[config.mk]
export PLATFORM = sky130hd
export DESIGN_NAME = serial_addsub_n_flat
export DESIGN_NICKNAME = d
export VERILOG_FILES = /design/src/rtl/serial_addsub_n_if.sv /design/src/rtl/serial_addsub_n.sv /design/src/flat_wrapper.sv
export SDC_FILE = /design/constraint.sdc
export NUM_CORES = 1
export LEC_CHECK = 0
export CORE_UTILIZATION = 51
export DETAILED_ROUTE_END_ITERATION = 6
export PLACE_DENSITY_LB_ADDON = 0.3
export SYNTH_ARGS = -nofsm -noshare
export SYNTH_HDL_FRONTEND = slang
export SYNTH_SLANG_ARGS = --single-unit
[constraint.sdc]
create_clock -name clk -period 1.8 [get_ports clk]
set_clock_uncertainty 0.1 [all_clocks]
set_input_delay 0.54 -clock clk [delete_from_list [all_inputs] [get_ports clk]]
set_output_delay 0.54 -clock clk [all_outputs]
set_load 0.05 [all_outputs]
[src/rtl/serial_addsub_n_if.sv]
// Handshake and operand/result bundle for the bit-serial adder/subtractor.
// The master drives the request and operands; the slave (datapath) drives results and status.
interface serial_addsub_n_if #(
    parameter int WIDTH = 8
);
    logic             start;
    logic             op_sub;
    logic [WIDTH-1:0] a;
    logic [WIDTH-1:0] b;
    logic             ci;
    logic [WIDTH-1:0] sum;
    logic             co;
    logic             ovf;
    logic             busy;
    logic             done;

    modport master (
        output start, op_sub, a, b, ci,
        input  sum, co, ovf, busy, done
    );

    modport slave (
        input  start, op_sub, a, b, ci,
        output sum, co, ovf, busy, done
    );
endinterface

[src/rtl/serial_addsub_n.sv]
// Bit-serial WIDTH-bit adder/subtractor, LSB first, one bit per clock under a start/done handshake.
// Optional macro SERIAL_ADDSUB_ONES_CMP_EN: one's-complement subtract with an end-around-carry FIX pass.
//
// state  | meaning
// -------+-----------------------------------------------------------
// IDLE   | waiting for start; operands latched on the accepting edge
// RUN    | main serial pass, one bit per clock for WIDTH clocks
// FIX    | end-around carry pass, adds 1 to the result (macro only)
// DONE   | one-cycle result-valid pulse, then back to IDLE
module serial_addsub_n #(
    parameter int WIDTH = 8,
    parameter int CNT_W = $clog2(WIDTH) + 1
) (
    input  logic                 clk,
    input  logic                 rst,
    serial_addsub_n_if.slave     bus
);

    typedef enum logic [1:0] {
        S_IDLE = 2'd0,
        S_RUN  = 2'd1,
        S_DONE = 2'd2
`ifdef SERIAL_ADDSUB_ONES_CMP_EN
        ,
        S_FIX  = 2'd3
`endif
    } state_t;

    localparam logic [CNT_W-1:0] IDX_LAST = CNT_W'(WIDTH - 1);

`ifdef SERIAL_ADDSUB_ONES_CMP_EN
    localparam logic SUB_C0 = 1'b0;
`else
    localparam logic SUB_C0 = 1'b1;
`endif

    state_t             state_q, state_d;
    logic [WIDTH-1:0]   sa_q, sa_d;
    logic [WIDTH-1:0]   sb_q, sb_d;
    logic [WIDTH-1:0]   sr_q, sr_d;
    logic               c_q, c_d;
    logic [CNT_W-1:0]   idx_q, idx_d;
    logic [WIDTH-1:0]   sum_q, sum_d;
    logic               co_q, co_d;
    logic               ovf_q, ovf_d;
`ifdef SERIAL_ADDSUB_ONES_CMP_EN
    logic               sub_q, sub_d;
`endif

    logic               s_bit;
    logic               c_nxt;
    logic               last_bit;
    logic [WIDTH-1:0]   sr_shift;

    assign s_bit    = sa_q[0] ^ sb_q[0] ^ c_q;
    assign c_nxt    = (sa_q[0] & sb_q[0]) | (sa_q[0] & c_q) | (sb_q[0] & c_q);
    assign last_bit = (idx_q == IDX_LAST);
    assign sr_shift = {s_bit, sr_q[WIDTH-1:1]};

    always_ff @(posedge clk or posedge rst) begin
        if (rst) begin
            state_q <= S_IDLE;
            sa_q    <= '0;
            sb_q    <= '0;
            sr_q    <= '0;
            c_q     <= 1'b0;
            idx_q   <= '0;
            sum_q   <= '0;
            co_q    <= 1'b0;
            ovf_q   <= 1'b0;
`ifdef SERIAL_ADDSUB_ONES_CMP_EN
            sub_q   <= 1'b0;
`endif
        end else begin
            state_q <= state_d;
            sa_q    <= sa_d;
            sb_q    <= sb_d;
            sr_q    <= sr_d;
            c_q     <= c_d;
            idx_q   <= idx_d;
            sum_q   <= sum_d;
            co_q    <= co_d;
            ovf_q   <= ovf_d;
`ifdef SERIAL_ADDSUB_ONES_CMP_EN
            sub_q   <= sub_d;
`endif
        end
    end

    always_comb begin
        state_d = state_q;
        sa_d    = sa_q;
        sb_d    = sb_q;
        sr_d    = sr_q;
        c_d     = c_q;
        idx_d   = idx_q;
        sum_d   = sum_q;
        co_d    = co_q;
        ovf_d   = ovf_q;
`ifdef SERIAL_ADDSUB_ONES_CMP_EN
        sub_d   = sub_q;
`endif
        case (state_q)
            S_IDLE: begin
                if (bus.start) begin
                    sa_d    = bus.a;
                    sb_d    = bus.op_sub ? ~bus.b : bus.b;
                    c_d     = bus.op_sub ? SUB_C0 : bus.ci;
                    idx_d   = '0;
                    sr_d    = '0;
`ifdef SERIAL_ADDSUB_ONES_CMP_EN
                    sub_d   = bus.op_sub;
`endif
                    state_d = S_RUN;
                end
            end
            S_RUN: begin
                sa_d  = {1'b0, sa_q[WIDTH-1:1]};
                sb_d  = {1'b0, sb_q[WIDTH-1:1]};
                c_d   = c_nxt;
                sr_d  = sr_shift;
                idx_d = idx_q + CNT_W'(1);
                if (last_bit) begin
                    co_d  = c_nxt;
                    ovf_d = c_q ^ c_nxt;
`ifdef SERIAL_ADDSUB_ONES_CMP_EN
                    if (sub_q && c_nxt) begin
                        // End-around carry: re-run the result through the adder with B=0, C=1.
                        sa_d    = sr_shift;
                        sb_d    = '0;
                        c_d     = 1'b1;
                        idx_d   = '0;
                        sr_d    = '0;
                        state_d = S_FIX;
                    end else begin
                        sum_d   = sr_shift;
                        state_d = S_DONE;
                    end
`else
                    sum_d   = sr_shift;
                    state_d = S_DONE;
`endif
                end
            end
`ifdef SERIAL_ADDSUB_ONES_CMP_EN
            S_FIX: begin
                sa_d  = {1'b0, sa_q[WIDTH-1:1]};
                sb_d  = {1'b0, sb_q[WIDTH-1:1]};
                c_d   = c_nxt;
                sr_d  = sr_shift;
                idx_d = idx_q + CNT_W'(1);
                if (last_bit) begin
                    sum_d   = sr_shift;
                    state_d = S_DONE;
                end
            end
`endif
            S_DONE: begin
                state_d = S_IDLE;
            end
            default: begin
                state_d = S_IDLE;
            end
        endcase
    end

    assign bus.sum  = sum_q;
    assign bus.co   = co_q;
    assign bus.ovf  = ovf_q;
    assign bus.busy = (state_q != S_IDLE);
    assign bus.done = (state_q == S_DONE);

endmodule
[src/flat_wrapper.sv]
// flat-port wrapper written by rule: the top's interface ports become plain ports
module serial_addsub_n_flat 
#(
    parameter int WIDTH = 8,
    parameter int CNT_W = $clog2(WIDTH) + 1
)
  (clk, rst, bus_start, bus_op_sub, bus_a, bus_b, bus_ci, bus_sum, bus_co, bus_ovf, bus_busy, bus_done);
  serial_addsub_n_if #(.WIDTH(WIDTH)) bus_i ();
  input  logic clk;
  input  logic rst;
  input wire logic [$bits(bus_i.start)-1:0] bus_start;
  input wire logic [$bits(bus_i.op_sub)-1:0] bus_op_sub;
  input wire logic [$bits(bus_i.a)-1:0] bus_a;
  input wire logic [$bits(bus_i.b)-1:0] bus_b;
  input wire logic [$bits(bus_i.ci)-1:0] bus_ci;
  output wire logic [$bits(bus_i.sum)-1:0] bus_sum;
  output wire logic [$bits(bus_i.co)-1:0] bus_co;
  output wire logic [$bits(bus_i.ovf)-1:0] bus_ovf;
  output wire logic [$bits(bus_i.busy)-1:0] bus_busy;
  output wire logic [$bits(bus_i.done)-1:0] bus_done;
  assign bus_i.start = bus_start;
  assign bus_i.op_sub = bus_op_sub;
  assign bus_i.a = bus_a;
  assign bus_i.b = bus_b;
  assign bus_i.ci = bus_ci;
  assign bus_sum = bus_i.sum;
  assign bus_co = bus_i.co;
  assign bus_ovf = bus_i.ovf;
  assign bus_busy = bus_i.busy;
  assign bus_done = bus_i.done;
  serial_addsub_n #(.WIDTH(WIDTH), .CNT_W(CNT_W)) u_core (.clk(clk), .rst(rst), .bus(bus_i));
endmodule
## Word-level counts from Yosys, hierarchy flattened

Index checks and enable logic that the tools add are counted.

| storage, ports and cells | value |
|---|---|
| bits in registers | 41 |
| bits of input ports | 21 |

| operators by class | value |
|---|---|
| add/subtract/negate cells | 1 |
| equal/unequal tests | 5 |
| muxes and demuxes | 15 |
| bitwise operators | 9 |
| reduce and logical (&&, ||, !) cells | 6 |

Operators with widths:

| kind | number |
|---|---|
| one-hot mux 8 bit (2 select lines) | 3 |
| two-way mux 8 bit | 4 |
| NOT 8 bit | 1 |
| one-hot mux 4 bit (2 select lines) | 1 |
| AND reduction 2 bit | 3 |
| adder 4 x 1 -> 4 bit (second input constant) | 1 |
| == test 4 x 3 -> 1 bit (second input constant) | 1 |
| two-way mux 2 bit | 2 |
| two-way mux 4 bit | 1 |
| one-hot mux 2 bit (2 select lines) | 1 |
| nonzero test 2 bit | 2 |
| AND 1 bit | 3 |
| bitwise XOR 1 bit | 3 |
| == test 2 x 1 -> 1 bit (second input constant) | 1 |
| == test 2 bit (second input constant) | 1 |
| zero test 2 bit | 1 |
| two-way mux 1 bit | 2 |
| != test 2 x 1 -> 1 bit (second input constant) | 1 |
| != test 2 bit (second input constant) | 1 |
| OR 1 bit | 2 |
| one-hot mux 1 bit (2 select lines) | 1 |

## Longest topological paths before layout

Gate-level depths: netlist of the first run.

| depth | value |
|---|---|
| depth in word-level cells | 4 |
| gate-level depth with buffers | 5 |
| depth with buffers taken out | 4 |

## Worst setup path before layout of the first run

No wires, ideal clock.

| path | value |
|---|---|
| path kind | register to output |
| start | reg u_core.state_q[0] |
| end | out bus_done |
| data arrival time | 1396 ps |
| required time | 1160 ps |
| slack | -236 ps |
| stages on the path, launching flop included | 4 |
| path through | dfrtp_1 -> buf_2 -> buf_2 -> nor2b_1 |

| between the ends | value |
|---|---|
| word-level cells in the longest chain between the ends | 1 |

RTL lines:

| item | line | RTL |
|---|---|---|
| start: declaration | serial_addsub_n.sv:37 | `state_t state_q, state_d;` |
| start signal: assignment | serial_addsub_n.sv:75 | `state_q <= state_d;` |
| == test 2 bit | serial_addsub_n.sv:171 | `assign bus.done = (state_q == S_DONE);` |
| end: declaration | flat_wrapper.sv:20 | `output wire logic [$bits(bus_i.done)-1:0] bus_done;` |

No other way between the ends.

## Worst setup path in the final report of the first run

| path | value |
|---|---|
| start | reg u_core.state_q[1] |
| end | out bus_busy |

| between the ends | value |
|---|---|
| word-level cells in the longest chain between the ends | 1 |

RTL lines:

| item | line | RTL |
|---|---|---|
| nonzero test 2 bit | serial_addsub_n.sv:170 | `assign bus.busy = (state_q != S_IDLE);` |
| end: declaration | flat_wrapper.sv:19 | `output wire logic [$bits(bus_i.busy)-1:0] bus_busy;` |

No other way between the ends.

==> results of run 1 <==
[worst max-delay path by stage]
stage | slack, ns | to | startpoint | depth (start not counted)
after floorplan | 0.02 | bus_done | u_core.state_q[0] | 3
after global placement | -0.24 | u_core.sb_q[3] | bus_start | 4
after detailed placement | -0.33 | u_core.sb_q[3] | bus_start | 4
after CTS | -0.07 | bus_busy | u_core.state_q[1] | 2
after global routing | -0.11 | bus_busy | u_core.state_q[1] | 2
final | -0.07 | bus_busy | u_core.state_q[1] | 2
[sequential cells by signal (all words and copies together), names as in the netlist]
register and flops:
u_core.c_q 1, u_core.bus.ovf 1, u_core.bus.sum 8, u_core.state_q 2, u_core.bus.co 1, u_core.sb_q 8
u_core.sa_q 8, u_core.sr_q 7, u_core.idx_q 4
[layout by cell type, fill, tap and decap left out, types with 2 or more instances in the layout]
cell type,synthesis,layout
and3b_1,7,7
clkbuf_4,0,5
bufinv_16,0,2
clkdlybuf4s50_1,0,20
buf_12,0,14
dfrtp_2,0,2
mux2_4,9,9
a22oi_1,7,7
o21ai_1,9,9
a221o_1,7,7
a21oi_1,4,4
dfrtp_1,40,38
a22o_1,9,9
buf_4,0,14
xor2_1,9,9
nand2_1,11,11
inv_1,3,3
[kinds of logic after synthesis]
kind of cell,Yosys count
fa+ha+maj,2
compound gates,40
xor+xnor,9
flops,40
mux,10
simple gates,29
buf+inv,15
[cell type report]
cell class              instances  area (um^2)
repair buffers                 49        596.8
flip-flops and latches         40         1003
fillers                       238        842.1
clock inverters                 2        60.06
multi-input cells              91        754.5
clock buffers                   5        37.54
well taps                      46        57.56
inverters                       3        11.26
[timing repair]
action / 4_1_cts / 5_1_grt
pin swaps: 1 / 1
resized for setup: 4 / 2
cloned: 0 / 1
setup endpoints to repair: 2 / 17
buffers inserted: 6 / 1
[per-layer routing]
metal	wire length (um)	GRT usage
met3	220	0.04348
met5	0	0
met2	2028	0.3671
met4	51	0.1238
met1	1632	0.3266
[through the flow]
stage	setup slack (ns)	TNS (ns)
floorplan	0.01901	0
global placement	-0.2431	-1.916
detailed placement	-0.3316	-2.719
CTS	-0.07259	-0.1357
global route	-0.1118	-0.2061
finish	-0.06516	-0.1142
[tightest hold or removal path, cell delays in order]
cell and delay, ns:
clkdlybuf4s50_1 0.39, inv_1 0.09, buf_12 0.23
[power breakdown]
group          switching, mW  internal (mW)  total [mW]  leakage [nW]
clock                  0.295          0.425       0.720        0.0513
sequential             0.333           1.28        1.61         0.515
combinational           1.11           1.23        2.34         0.598
==> flow_summary.yaml, run 1 <==
final_layout:
  fin_nets: 213
  final_cell_count_no_fill: 236
  antennaDiodeCount: 0
  fin_area_mm2: 0.002521
  area_growth_pct: 38.68
  post-route-util: 0.7496
  drive_gt1_frac: 0.2789
logic_synthesis:
  synth-simple-area-share: 0.09498
  synth.area.top_cells: "dfrtp_1, mux2_4, a22o_1"
  synth_top_family_by_area: "compound AO/OA/AOI/OAI gates"
  synth-adder-area-share: 0.01789
  synth_compound_area_frac: 0.1638
  async_reset_ff_frac: 1.000
  muxShareOfSynthArea: 0.08052
  synth-xor-area-share: 0.04336
  yosysTopAreaCell: "dfrtp_1"
  synthCells: 145
  syn_area_per_cell_um2: 12.54
  ys_types: 31
  synth_seq_cells: 40
  synthFlopType: "dfrtp_1"
  synth_nets: 168
  synth_edf_count: 0
  seq_area_frac_synth: 0.5506
  yosysMostFrequentCell: "dfrtp_1"
  ys_warn_count: 0
  synth_area_mm2: 0.001818
  synth_top_area_share: 0.5506
  synth_common_cells: "dfrtp_1, nand2_1"
outcome:
  status: "finished with violations"
  failed_checks: "setup timing"
worst_setup_path:
  crit_path_end_kind: "output port"
  cp.required_ns: 1.16
  crit_chain: "or2_4 -> buf_12"
  slowest_delay_ns: 0.46
  crit_arrival_ns: 1.23
  cp_slowest_cell: "dfrtp_2"
  cp_max_fo: 4
  worstSetupPathType: "reg2out"
  cp_top_family: "flip-flops"
  crit_buf_inv: 1
  r2r_cells: 4
  r2r-start: "u_core.state_q[1]"
  crit_path_start_kind: "register"
  r2r-end: "u_core.bus.sum[7]"
  reg2reg_slack_ns: 0.11
timing:
  setup_violations: 2
  maxSlewViolCount: 0
  final_hold_viol_count: 0
  finalWorstSetupSlack_ns: -0.06516
  slew_headroom: 0.7687
  fin_crit_ns: 1.865
  rsz0062_at_grt: "true"
  whs_ns: 0.4132
  tightest_slew_ns: 0.3454
  min_period_over_period: 1.036
  fmax_ghz: 0.5361
floorplan:
  num_rows: 21
  dieArea_mm2: 0.003808
  core_area_mm2: 0.003363
  io_pins: 33
  die_w_um: 61.71
  initial_core_util: 0.5406
  die_h_um: 61.71
detailed_routing:
  finalWirelength_um: 3933
  drtIter0Drc: 63
  drcViolationCount: 0
  drtAntennaViolNets: 0
  drtPass1Iterations: 4
  routedWlPerCell_um: 16.67
  viasPerCell: 5.640
  routed-via-count: 1331
clocking:
  clkSlewWorstSetupHoldPaths_ns: 0.12
  cts_hold_buf: 0
  cts_num_sinks: 40
  clock_latency_ns: 0.35
  numCtsBuffers: 5
  htree_num_levels: 2
  clock_path_buffers: 2
  root_buffer: "clkbuf_4"
  cts_tree: "yes"
global_route:
  grt_max_degree: 41
  grt_pass1_vias: 1334
  grt_pass1_wl_um: 6430
  grt_usage: 0.2393
  grt_antenna_before_repair: 0
  grt-ovfl-total: 0
power:
  p_total_mw: 4.677
  power_density_mw_per_mm2: 1855
  ir_drop_uv: 1332
  leakage_nw: 1.164
min_path:
  min_path_type: "in2async"
placed_design:
  dpl_cell_area_mm2: 0.002345
  dp_hpwl_um: 2476
  portBuffers: 32
  placed_cells: 221
  place_congestion: 0.7926
job:
  maxCapViolCount: 0
No activity file was read; power rests on OpenSTA's default activity.
==> inputs of run 2 (changes only) <==
Settings changed: CAP_MARGIN set to 20.
==> results of run 2 <==
Final layout, timing and power as in run 1 (identical DEF).
==> edit 1 (settings of run 2) <==
Build with the macro `SERIAL_ADDSUB_ONES_CMP_EN` defined.
--- a/src/rtl/serial_addsub_n.sv
+++ b/src/rtl/serial_addsub_n.sv
@@ -7,6 +7,8 @@
 // RUN    | main serial pass, one bit per clock for WIDTH clocks
 // FIX    | end-around carry pass, adds 1 to the result (macro only)
 // DONE   | one-cycle result-valid pulse, then back to IDLE
+`define SERIAL_ADDSUB_ONES_CMP_EN
+
 module serial_addsub_n #(
     parameter int WIDTH = 8,
     parameter int CNT_W = $clog2(WIDTH) + 1
Formal check against the unedited RTL: not equivalent (Yosys sat finds a counterexample within 10 cycles, from zero or initial values and one cycle with rst high).
==> edit 1 against run 2 <==
Die area increased by 18%; non-clock buffer count increased by 4; sequential cell count increased by 1; wire length increased by 20%; total power increased by 13%; design area increased by 14%; sequential power increased by 8%; clock power increased by 4.0%; worst setup slack improved by 91 ps; synthesized area increased by 18%; critical path depth increased by 1; critical path type unchanged.
==> edit 1: results <==
export IMPL_preCtsSetupSlack_ps=-212
export IMPL_cpPeakStageDelay_ps=420
export IMPL_dp_hpwl_mm=3.29
export IMPL_drt_pass1_iter_count=4
export IMPL_worstHoldPathType="flop to flop"
export IMPL_ys_warn_count=0
export IMPL_path_clk_slew_ps=80
export IMPL_final_layout_size_suffix_gt1_share_pct=26.6
export IMPL_gp_congestion=0.924
export IMPL_antennaDiodeCount=0
export IMPL_async_flop_share_pct=100
export IMPL_port_buffers=32
export IMPL_cp_slowest_cell="dfrtp_2"
export IMPL_path_max_fanout=6
export IMPL_grt_max_degree=42
export IMPL_grt_usage_pct=24.3
export IMPL_crit_family="flip-flops"
export IMPL_clock_path_buffers=2
export IMPL_grt_pass1_vias=1664
export IMPL_antenna_found_initial=0
export IMPL_via_per_inst=5.69
export IMPL_ys_types=39
export IMPL_clock_latency_ps=300
export IMPL_crit_arrival_ps=1130
export IMPL_routed_wirelength_mm=4.70
export IMPL_fin_nets=278
export IMPL_ctsRootBufferMaster="clkbuf_8"
export IMPL_grt_pass1_wl_mm=7.93
export IMPL_synthTopCellsByCount="dfrtp_1, nand2_1, nor2_1"
export IMPL_outcome="finished clean"
export IMPL_ys_top_cells_by_area="dfrtp_1, mux2_2, nand2_1"
export IMPL_drtIter0Drc=140
export IMPL_synth_flop_cell="dfrtp_1"
export IMPL_synth_edf_count=0
export IMPL_cts_buffers=5
export IMPL_cts_max_level=2
export IMPL_synth_seq_area_share_pct=47.6
export IMPL_p_leak_nw=1.27
export IMPL_vdd_drop_max_v=0.000885
export IMPL_slew_headroom_pct=76.6
export IMPL_syn_nets=233
[edit 1: worst paths after layout]
| check | slack [ps] | depth (start not counted) | to | start |
|---|---|---|---|---|
| setup / recovery | 30 | 3 | bus_done | u_core.state_q[1] |
| hold / removal | 440 | 2 | u_core.sb_q[0] | u_core.sb_q[1] |
| setup reg to reg | 60 | 4 | u_core.bus.sum[7] | u_core.sb_q[0] |
| hold reg to reg | 440 | 2 | u_core.sb_q[0] | u_core.sb_q[1] |
| max in group asynchronous | 900 | 3 | u_core.state_q[1] | rst |
| min in group asynchronous | 490 | 3 | u_core.sr_q[2] | rst |
[edit 1: area by class of cell]
cell class / count / area (um^2)
Clock inverter: 3 / 46.3
Timing Repair Buffer: 53 / 618
Clock buffer: 5 / 68.8
Fill cell: 299 / 1150
Tap cell: 50 / 62.6
Sequential cell: 41 / 1030
Multi-Input combinational cell: 152 / 1040
Inverter: 2 / 7.51
[edit 1: repair_timing]
| action | 4_1_cts | 5_1_grt |
|---|---|---|
| resized for setup | 5 | 1 |
| buffers inserted | 2 | 1 |
| pin swaps | 0 | 1 |
| endpoints found under the setup margin | 23 | 15 |
[edit 1: worst min-delay path, cell delays in order, from the launching register on]
cell and delay [ps]:
dfrtp_1 380, nand2_1 60, o32ai_1 60
[edit 1: cells by family (layout without fill, tap and decap cells)]
group                      Yosys count  count (layout)  share of synthesized area (%)
adders and majority gates            2               2                           1.51
muxes                               16              16                           8.37
DFF                                 41              41                           47.6
xor gates and xnor gates             9               9                           3.66
AOI/OAI and AO/OA                   46              46                           14.4
buffers and inverters               17              63                           4.71
and+or+nand+nor                     79              79                           19.7
[edit 1: report_power, final]
group / total [mW] / switching, mW / internal (mW)
Combinational: 2.80 / 1.42 / 1.38
Sequential: 1.74 / 0.386 / 1.35
Clock: 0.749 / 0.334 / 0.415
Total: 5.29 / 2.14 / 3.15
[edit 1: layer usage]
layer / global-route usage (%) / share of wire (%)
met3: 5.82 / 5.6
met1: 30.2 / 41
met2: 39.1 / 50
met5: 0 / 0
met4: 12.0 / 3.1
[edit 1: per-stage QoR]
step           cells  TNS [ps]  cell area, um^2  utilization [%]
3_5_place_dp     295     -2790             2720             67.5
4_1_cts          305         0             2860             71.0
3_3_place_gp     295     -2270             2720             67.5
6_report         306         0             2870             71.3
5_1_grt          306         0             2870             71.3
2_1_floorplan    210         0             2160                -
==> edit 2 (config.mk and constraints of run 2) <==
Without the edit above. Make the reset (`rst`) synchronous in one clocked block.
--- a/src/rtl/serial_addsub_n.sv
+++ b/src/rtl/serial_addsub_n.sv
@@ -57,7 +57,7 @@
     assign last_bit = (idx_q == IDX_LAST);
     assign sr_shift = {s_bit, sr_q[WIDTH-1:1]};
 
-    always_ff @(posedge clk or posedge rst) begin
+    always_ff @(posedge clk) begin
         if (rst) begin
             state_q <= S_IDLE;
             sa_q    <= '0;
Formal check against the unedited RTL: differs if rst is asserted again (counterexample within 4 cycles, from zero or initial values and one cycle with rst high); with rst held inactive, the same outputs for 10 cycles.
==> edit 2 against run 2 <==
Wire length up 3.0%; first-iteration DRC count rose by 95%; design area shrank 0.50%; final cell count increased by 25%; sequential cell count unchanged; global-route usage down 1.8 points; synthesized area is 2.6% higher; count of clock-buffer cells in the layout grew 2; worst setup slack better by 98 ps; critical path type unchanged.
Power is not compared: it rests on default switching activity, and its combinational part moved more than twofold at a synthesized area within 25%.
==> edit 2: results <==
export IMPL_outcome="finished clean"
export IMPL_worstHoldPathType="flop to flop"
export IMPL_clock_latency_ps=340
export IMPL_crit_arrival_ps=1130
export IMPL_wl_met3_um=182
export IMPL_met2_length_mm=2.02
export IMPL_final_layout_size_suffix_gt1_share_pct=23.3
export IMPL_p_sw_share_pct=23.9
export IMPL_synthTopCellsByCount="dfxtp_1, a21oi_1, nor2_1"
export IMPL_path_clk_slew_ps=120
export IMPL_ctsRootBufferMaster="clkbuf_4"
export IMPL_clock_path_buffers=2
export IMPL_drt_pass1_iter_count=4
export IMPL_via_per_inst=5.52
export IMPL_wl_per_cell_um=13.7
export IMPL_nFillCells=255
export IMPL_path_max_fanout=4
export IMPL_dp_hpwl_mm=2.68
export IMPL_ys_types=34
export IMPL_synth_seq_area_share_pct=42.9
export IMPL_grtUsageMet3_pct=6.02
export IMPL_top_layer="met4"
export IMPL_hold_buffers=0
export IMPL_grt_usage_pct=22.1
export IMPL_grt_pass1_vias=1563
export IMPL_vdd_drop_max_v=0.000470
export IMPL_ys_top_cells_by_area="dfxtp_1, a21oi_1, a22oi_1"
export IMPL_gp_congestion=0.786
export IMPL_seqPwrFrac_pct=50.5
export IMPL_syn_nets=235
export IMPL_ys_warn_count=0
export IMPL_worstMarginPinSlew_ps=441
export IMPL_grt_pass1_wl_mm=6.83
export IMPL_grt_max_degree=42
export IMPL_async_flop_share_pct=0
export IMPL_use_met2_pct=36.1
export IMPL_clk_power_mw=0.658
export IMPL_fin_nets=271
export IMPL_cts_max_level=2
export IMPL_synth_flop_cell="dfxtp_1"
export IMPL_port_buffers=32
export IMPL_preCtsSetupSlack_ps=-218
export IMPL_antennaDiodeCount=0
export IMPL_cts_buffers=5
export IMPL_antenna_found_initial=0
export IMPL_drtIter0Drc=123
export IMPL_wl_met1_mm=1.81
export IMPL_place_area_um2=2370
export IMPL_internal_power_mw=1.43
export IMPL_grt_use_met1_pct=27.4
export IMPL_p_leak_nw=0.938
[edit 2: cell count changes in the layout (fill, tap and decap cells not counted), sizes merged, moves of 7 or more]
cell and delta:
nand3 +10, a221o -7, dfxtp +40, o22ai +8, mux2 -10, a21oi +21, nor2 +23, a22oi +9
a22o -9, o221a +7, xnor2 +8, dfrtp -40, xor2 -8
[edit 2: through the flow]
step           utilization [%]  cells
2_1_floorplan                -    212
3_3_place_gp              69.3    283
3_5_place_dp              69.3    283
4_1_cts                   73.1    294
5_1_grt                   73.4    295
6_report                  73.4    295
[edit 2: cell type report]
cell class                 count  area (um^2)  share of cell area [%]
multi-input combinational    141          923                    36.8
sequential                    40          808                    32.2
timing repair buffer          51          591                    23.5
clock buffer                   7         65.1                    2.59
tap                           46         57.6                    2.29
inverter                       9         33.8                    1.35
clock inverter                 1         30.0                    1.20
[edit 2: kinds of logic (layout without fill, tap and decap cells)]
family	after synthesis	after routing	synth area share, %
AOI/OAI and AO/OA	75	75	28.5
xor gates and xnor gates	9	9	4.23
adders and majority gates	2	2	1.74
buffers and inverters	31	68	8.12
DFF	40	40	42.9
muxes	1	1	0.537
and+or+nand+nor	54	54	14.0
[edit 2: critical path: stages, from the launching register on]
cell	delay, ps
dfxtp_4	380
or2_4	260
buf_12	150
[edit 2: final timing paths]
kind                startpoint  slack, ps                end  cells after the start
min             u_core.sr_q[3]        390  u_core.bus.sum[2]                      2
min reg2reg     u_core.sr_q[3]        390  u_core.bus.sum[2]                      2
max reg2reg  u_core.state_q[0]        170     u_core.sb_q[6]                      4
max          u_core.state_q[1]         30           bus_busy                      2
[edit 2: timing repair]
item	CTS	global route
buffers inserted	3	1
pin swaps	0	1
endpoints found under the setup margin	2	2
gates resized for setup	6	1
